### src/rtl/fireball_pkg.sv
// Shared definitions for the fireball projectile controller and the
// OLED frame helpers (circle renderer, pixel-index-to-XY conversion).
package fireball_pkg;

  // Default frame geometry of the 96x64 OLED.
  localparam int FB_SCREEN_W = 96;
  localparam int FB_SCREEN_H = 64;

  // Projectile life cycle.
  typedef enum logic [1:0] {
    IDLE     = 2'd0,
    FLY      = 2'd1,
    BURST    = 2'd2,
    COOLDOWN = 2'd3
  } fb_state_e;

endpackage

### src/rtl/fireball_ctrl.sv
// Fireball motion / animation controller. Launches a circular projectile,
// moves it horizontally once per frame tick, grows a burst on hit, then
// holds a cooldown before the next launch. Drives the circle renderer's
// center and radius; radius 0 means nothing is drawn.
module fireball_ctrl
  import fireball_pkg::*;
#(
  parameter int SCREEN_W        = FB_SCREEN_W,
  parameter int SCREEN_H        = FB_SCREEN_H,
  parameter int SPEED           = 2,
  parameter int FLY_R           = 3,
  parameter int BURST_R         = 8,
  parameter int COOLDOWN_FRAMES = 30
) (
  input  logic        clk,
  input  logic        rst_n,
  input  logic        frame_tick,
  input  logic        launch,
  input  logic [7:0]  launch_x,
  input  logic [7:0]  launch_y,
  input  logic        dir,
  input  logic        hit,
  output logic [7:0]  center_x,
  output logic [7:0]  center_y,
  output logic [15:0] radius,
  output logic        active,
  output logic        busy,
  output logic        done
);

  localparam int CW = $clog2(COOLDOWN_FRAMES + 1);

  localparam logic [7:0]    X_MAX    = 8'(SCREEN_W - 1);
  localparam logic [7:0]    Y_MAX    = 8'(SCREEN_H - 1);
  localparam logic [8:0]    X_LIM9   = 9'(SCREEN_W - 1);
  localparam logic [8:0]    SPEED9   = 9'(SPEED);
  localparam logic [7:0]    SPEED8   = 8'(SPEED);
  localparam logic [7:0]    FLY_R8   = 8'(FLY_R);
  localparam logic [7:0]    BURST_R8 = 8'(BURST_R);
  localparam logic [CW-1:0] CD_LAST  = CW'(COOLDOWN_FRAMES - 1);

  // Saturate a launch coordinate to the last visible pixel.
  function automatic logic [7:0] clamp_coord(input logic [7:0] v,
                                             input logic [7:0] lim);
    return (v > lim) ? lim : v;
  endfunction

  fb_state_e     state_q, state_d;
  logic [7:0]    cx_q, cx_d;
  logic [7:0]    cy_q, cy_d;
  logic [7:0]    r_q, r_d;
  logic          dir_q, dir_d;
  logic [CW-1:0] cnt_q, cnt_d;
  logic          active_q, active_d;
  logic          busy_q, busy_d;
  logic          done_q, done_d;

  logic edge_right;
  logic edge_left;
  logic at_edge;

  // Edge test at 9 bits so center_x + SPEED cannot wrap.
  assign edge_right = ({1'b0, cx_q} + SPEED9) > X_LIM9;
  assign edge_left  = {1'b0, cx_q} < SPEED9;
  assign at_edge    = dir_q ? edge_left : edge_right;

  // State register.
  always_ff @(posedge clk or negedge rst_n) begin
    if (!rst_n) state_q <= IDLE;
    else        state_q <= state_d;
  end

  // Next-state logic; hit in FLY takes priority over an edge exit.
  always_comb begin
    state_d = state_q;
    case (state_q)
      IDLE:     if (launch) state_d = FLY;
      FLY: begin
        if (hit)                       state_d = BURST;
        else if (frame_tick && at_edge) state_d = COOLDOWN;
      end
      BURST:    if (frame_tick && (r_q == BURST_R8)) state_d = COOLDOWN;
      COOLDOWN: if (frame_tick && (cnt_q == CD_LAST)) state_d = IDLE;
      default:  state_d = IDLE;
    endcase
  end

  // Next values of position, radius, cooldown counter and status outputs.
  always_comb begin
    cx_d     = cx_q;
    cy_d     = cy_q;
    r_d      = r_q;
    dir_d    = dir_q;
    cnt_d    = cnt_q;
    done_d   = (state_d == COOLDOWN) && (state_q != COOLDOWN);
    active_d = (state_d == FLY) || (state_d == BURST);
    busy_d   = (state_d != IDLE);
    case (state_q)
      IDLE: begin
        if (launch) begin
          cx_d  = clamp_coord(launch_x, X_MAX);
          cy_d  = clamp_coord(launch_y, Y_MAX);
          r_d   = FLY_R8;
          dir_d = dir;
        end
      end
      FLY: begin
        if (!hit && frame_tick) begin
          if (at_edge)    r_d  = 8'd0;
          else if (dir_q) cx_d = cx_q - SPEED8;
          else            cx_d = cx_q + SPEED8;
        end
      end
      BURST: begin
        if (frame_tick) begin
          if (r_q == BURST_R8) r_d = 8'd0;
          else                 r_d = r_q + 8'd1;
        end
      end
      COOLDOWN: begin
        r_d = 8'd0;
        if (frame_tick) cnt_d = cnt_q + CW'(1);
      end
      default: ;
    endcase
    if (done_d) cnt_d = '0;
  end

  // Datapath and registered outputs.
  always_ff @(posedge clk or negedge rst_n) begin
    if (!rst_n) begin
      cx_q     <= 8'd0;
      cy_q     <= 8'd0;
      r_q      <= 8'd0;
      dir_q    <= 1'b0;
      cnt_q    <= '0;
      active_q <= 1'b0;
      busy_q   <= 1'b0;
      done_q   <= 1'b0;
    end else begin
      cx_q     <= cx_d;
      cy_q     <= cy_d;
      r_q      <= r_d;
      dir_q    <= dir_d;
      cnt_q    <= cnt_d;
      active_q <= active_d;
      busy_q   <= busy_d;
      done_q   <= done_d;
    end
  end

  assign center_x = cx_q;
  assign center_y = cy_q;
  assign radius   = {8'd0, r_q};
  assign active   = active_q;
  assign busy     = busy_q;
  assign done     = done_q;

endmodule

### config.mk
export PLATFORM = sky130hd
export DESIGN_NAME = fireball_ctrl
export DESIGN_NICKNAME = d
export VERILOG_FILES = /design/src/rtl/fireball_pkg.sv /design/src/rtl/fireball_ctrl.sv
export SDC_FILE = /design/constraint.sdc
export NUM_CORES = 1
export LEC_CHECK = 0
export ABC_AREA = 1
export BUFFER_PORTS_ARGS = -buffer_cell sky130_fd_sc_hd__clkbuf_2
export CORE_MARGIN = 2
export CORE_UTILIZATION = 47
export CTS_CLUSTER_SIZE = 24
export DETAILED_ROUTE_END_ITERATION = 10
export PLACE_DENSITY = 0.7
export SLEW_MARGIN = 10
export SYNTH_ARGS = -nofsm -noshare
export SYNTH_HDL_FRONTEND = slang
export SYNTH_SLANG_ARGS = --single-unit
### constraint.sdc
create_clock -name clk -period 3.7 [get_ports clk]
set_input_delay 0.37 -clock clk [delete_from_list [all_inputs] [get_ports clk]]
set_output_delay 0.37 -clock clk [all_outputs]
set_load 0.02 [all_outputs]
==> results.yml <==
global_route:
  antenna_found_initial: 0
  grt_max_degree: 36
  grt_overflow: 0
  grt_pass1_vias: 1910
  grt_pass1_wl_mm: 8.58
  grt_use_total_pct: 20.1
placement:
  dp_hpwl_mm: 3.67
  dpl.cell_count: 419
  gp_congestion: 0.838
  portBuffers: 48
  placed_area_um2: 2620
synthesis:
  synth_flop_cell: "dfrtp_1"
  avgSynthCellArea_um2: 7.64
  synth_top_cell_by_area: "dfrtp_1"
  synth_compound_area_share_pct: 9.88
  synth_top_family_by_area: "simple AND/OR/NAND/NOR gates"
  synth_xor_area_share_pct: 1.85
  yosysTopAreaCellShare_pct: 37.0
  synth_cell_types: 35
  yosysSeqAreaShare_pct: 37.0
  synth_cells: 310
  synthMuxAreaShare_pct: 0
  yosys.area_share.simple_pct: 35.7
  synth-edff-count: 0
  synthAdderAreaFrac_pct: 5.29
  synth_area_leaders: "dfrtp_1, nand2_1, nand3_1, inv_1, ha_1"
  netlist_area_um2: 2370
  synth_seq_cells: 35
  synthArstFlopShare_pct: 100
  yosys_warnings: 0
timing:
  finalCritPeriodShare_pct: 79.6
  max_slew_margin_pct: 40.1
  fmax_mhz: 339
  period_needed_ns: 2.95
  maxSlewViolCount: 0
  setup_tns_ns: 0
  timing.hold.ws_ns: 0.193
  setup_viol: 0
  rsz0062_at_grt: "false"
  hold_violations: 0
  fin_skew_ns: 0.00960
  worst_pin_slew_ns: 0.898
critical_path:
  r2r_cells: 20
  crit_type: "reg2reg"
  cp-start-kind: "register"
  r2r-start: "center_x[1]"
  cp_max_fo: 10
  crit_arrival_ns: 3.12
  r2r-end: "cnt_q[4]"
  cp.required_ns: 3.87
  end_kind: "register"
  reg2reg_slack_ns: 0.75
clock_tree:
  cts_buffers: 5
  cts_htree_levels: 2
  cts_resized: 0
  cts_hold_buf: 0
  cts_max_path_buffers: 2
  postCtsSetupRepairBufs: 0
  cts_tree: "done"
  worst_skew_pair.late_latency_ns: 0.29
  cts-root-buf: "clkbuf_8"
  clock_sinks: 35
  clk_pin_slew_worst_paths_ns: 0.08
floorplan:
  die_area_um2: 5620
  top_level_ports: 57
  initial_core_util_pct: 49.5
  die_h_um: 75.0
  die_w_um: 75.0
  core_area_um2: 4790
  num_rows: 25
finish:
  nNetsFinal: 391
  final_util_pct: 56.8
  finalNonFillerCells: 427
  antennaDiodeCount: 0
  nFillCells: 461
  syn2layout_area_growth_pct: 14.9
  drive_gt1_share_pct: 24.2
  design_area_um2: 2720
  final_common_cell: "nand2_1"
  final_cell_mix: "nand2_1, clkbuf_2, inv_1, dfrtp_1, nand3_1"
routing:
  detail-route-antenna-nets: 0
  dr_total_vias: 2090
  wl_per_cell_um: 11.6
  dr.pass1.iters: 5
  vias_per_cell: 4.89
  wl_mm: 4.96
  drt-initial-drc-count: 158
  drc_errors: 0
job:
  drv_cap: 0
power:
  p_leak_nw: 1.43
  ir_worst_vdd_uv: 422
  power.density_nw_per_um2: 752
outcome:
  status: "finished clean"
worst_hold_path:
  holdCritPathClass: "in2async"
cells in the mapped netlist (3+ instances only):
cell	count
buf_4	10
or2_2	3
nand3_2	3
nor3_1	5
xor2_1	3
o21ai_0	20
nor2_1	26
nand3_1	29
nand4_1	3
inv_1	35
o22ai_1	3
nand2_1	73
nand2_4	4
a21oi_1	11
dfrtp_1	35
ha_1	10
nand2_2	11
logic make-up after synthesis:
kind of cell / Yosys count
AOI/OAI and AO/OA: 41
other: 1
and+or+nand+nor: 168
adders and majority gates: 10
DFF: 35
buffers and inverters: 50
xor gates and xnor gates: 5
critical path: stages (launching register included):
cell and delay, ns:
dfrtp_1 0.54, inv_1 0.14, ha_1 0.34, nand2_1 0.09, nand3_1 0.08, nor2_1 0.09, nand2_1 0.06, nand2_1 0.09
nand2_4 0.06, nand2_4 0.08, nand3_1 0.10, a21oi_2 0.22, ha_1 0.21, nand2_1 0.06, o21a_1 0.11, inv_1 0.13
nand2_1 0.06, nor2_1 0.12, nand2_1 0.09, o22ai_1 0.11, a21oi_1 0.05
through the flow:
stage	power, W	worst slack (ns)
5_1_grt	0.00224	0.432
3_3_place_gp	0.00172	0.945
2_1_floorplan	0.00150	1.02
3_5_place_dp	0.00174	0.833
4_1_cts	0.00206	0.770
6_report	0.00205	0.754
sequential cells by signal, indices dropped and copies added, names as in the netlist, 2 cells and up:
register  count
center_x      8
center_y      8
cnt_q         5
r_q           8
state_q       2
per-layer routing:
metal	vias up	GRT usage [%]	wire, um
met3	7	5.22	266
li1	1076	-	-
met5	-	0	0
met4	0	6.75	60
met1	952	26.6	2250
met2	55	32.1	2380
worst max-delay path by stage:
stage	from	to	slack, ns	depth (start not counted)
2_1_floorplan	center_x[1]	cnt_q[4]	1.02	21
3_3_place_gp	center_x[1]	cnt_q[4]	0.94	20
3_5_place_dp	center_x[1]	cnt_q[4]	0.83	20
4_1_cts	center_x[1]	cnt_q[4]	0.77	20
5_1_grt	center_x[1]	cnt_q[4]	0.43	20
6_report	center_x[1]	cnt_q[4]	0.75	20
report_power, final:
part	internal [W]	switching [W]	leakage, nW	total, W
clock	0.000170	0.000139	0.0515	0.000309
sequential	0.000530	0.000184	0.436	0.000714
combinational	0.000358	0.000665	0.943	0.00102
area by class of cell:
cell class / instances / area, um2 / area share, %
Sequential cell: 35 / 876 / 32.2
Tap cell: 67 / 83.8 / 3.08
Multi-Input combinational cell: 232 / 1280 / 47.0
Inverter: 36 / 135 / 4.97
Clock buffer: 8 / 100 / 3.68
Timing Repair Buffer: 49 / 248 / 9.11
Power figures use the tool's default switching activity.
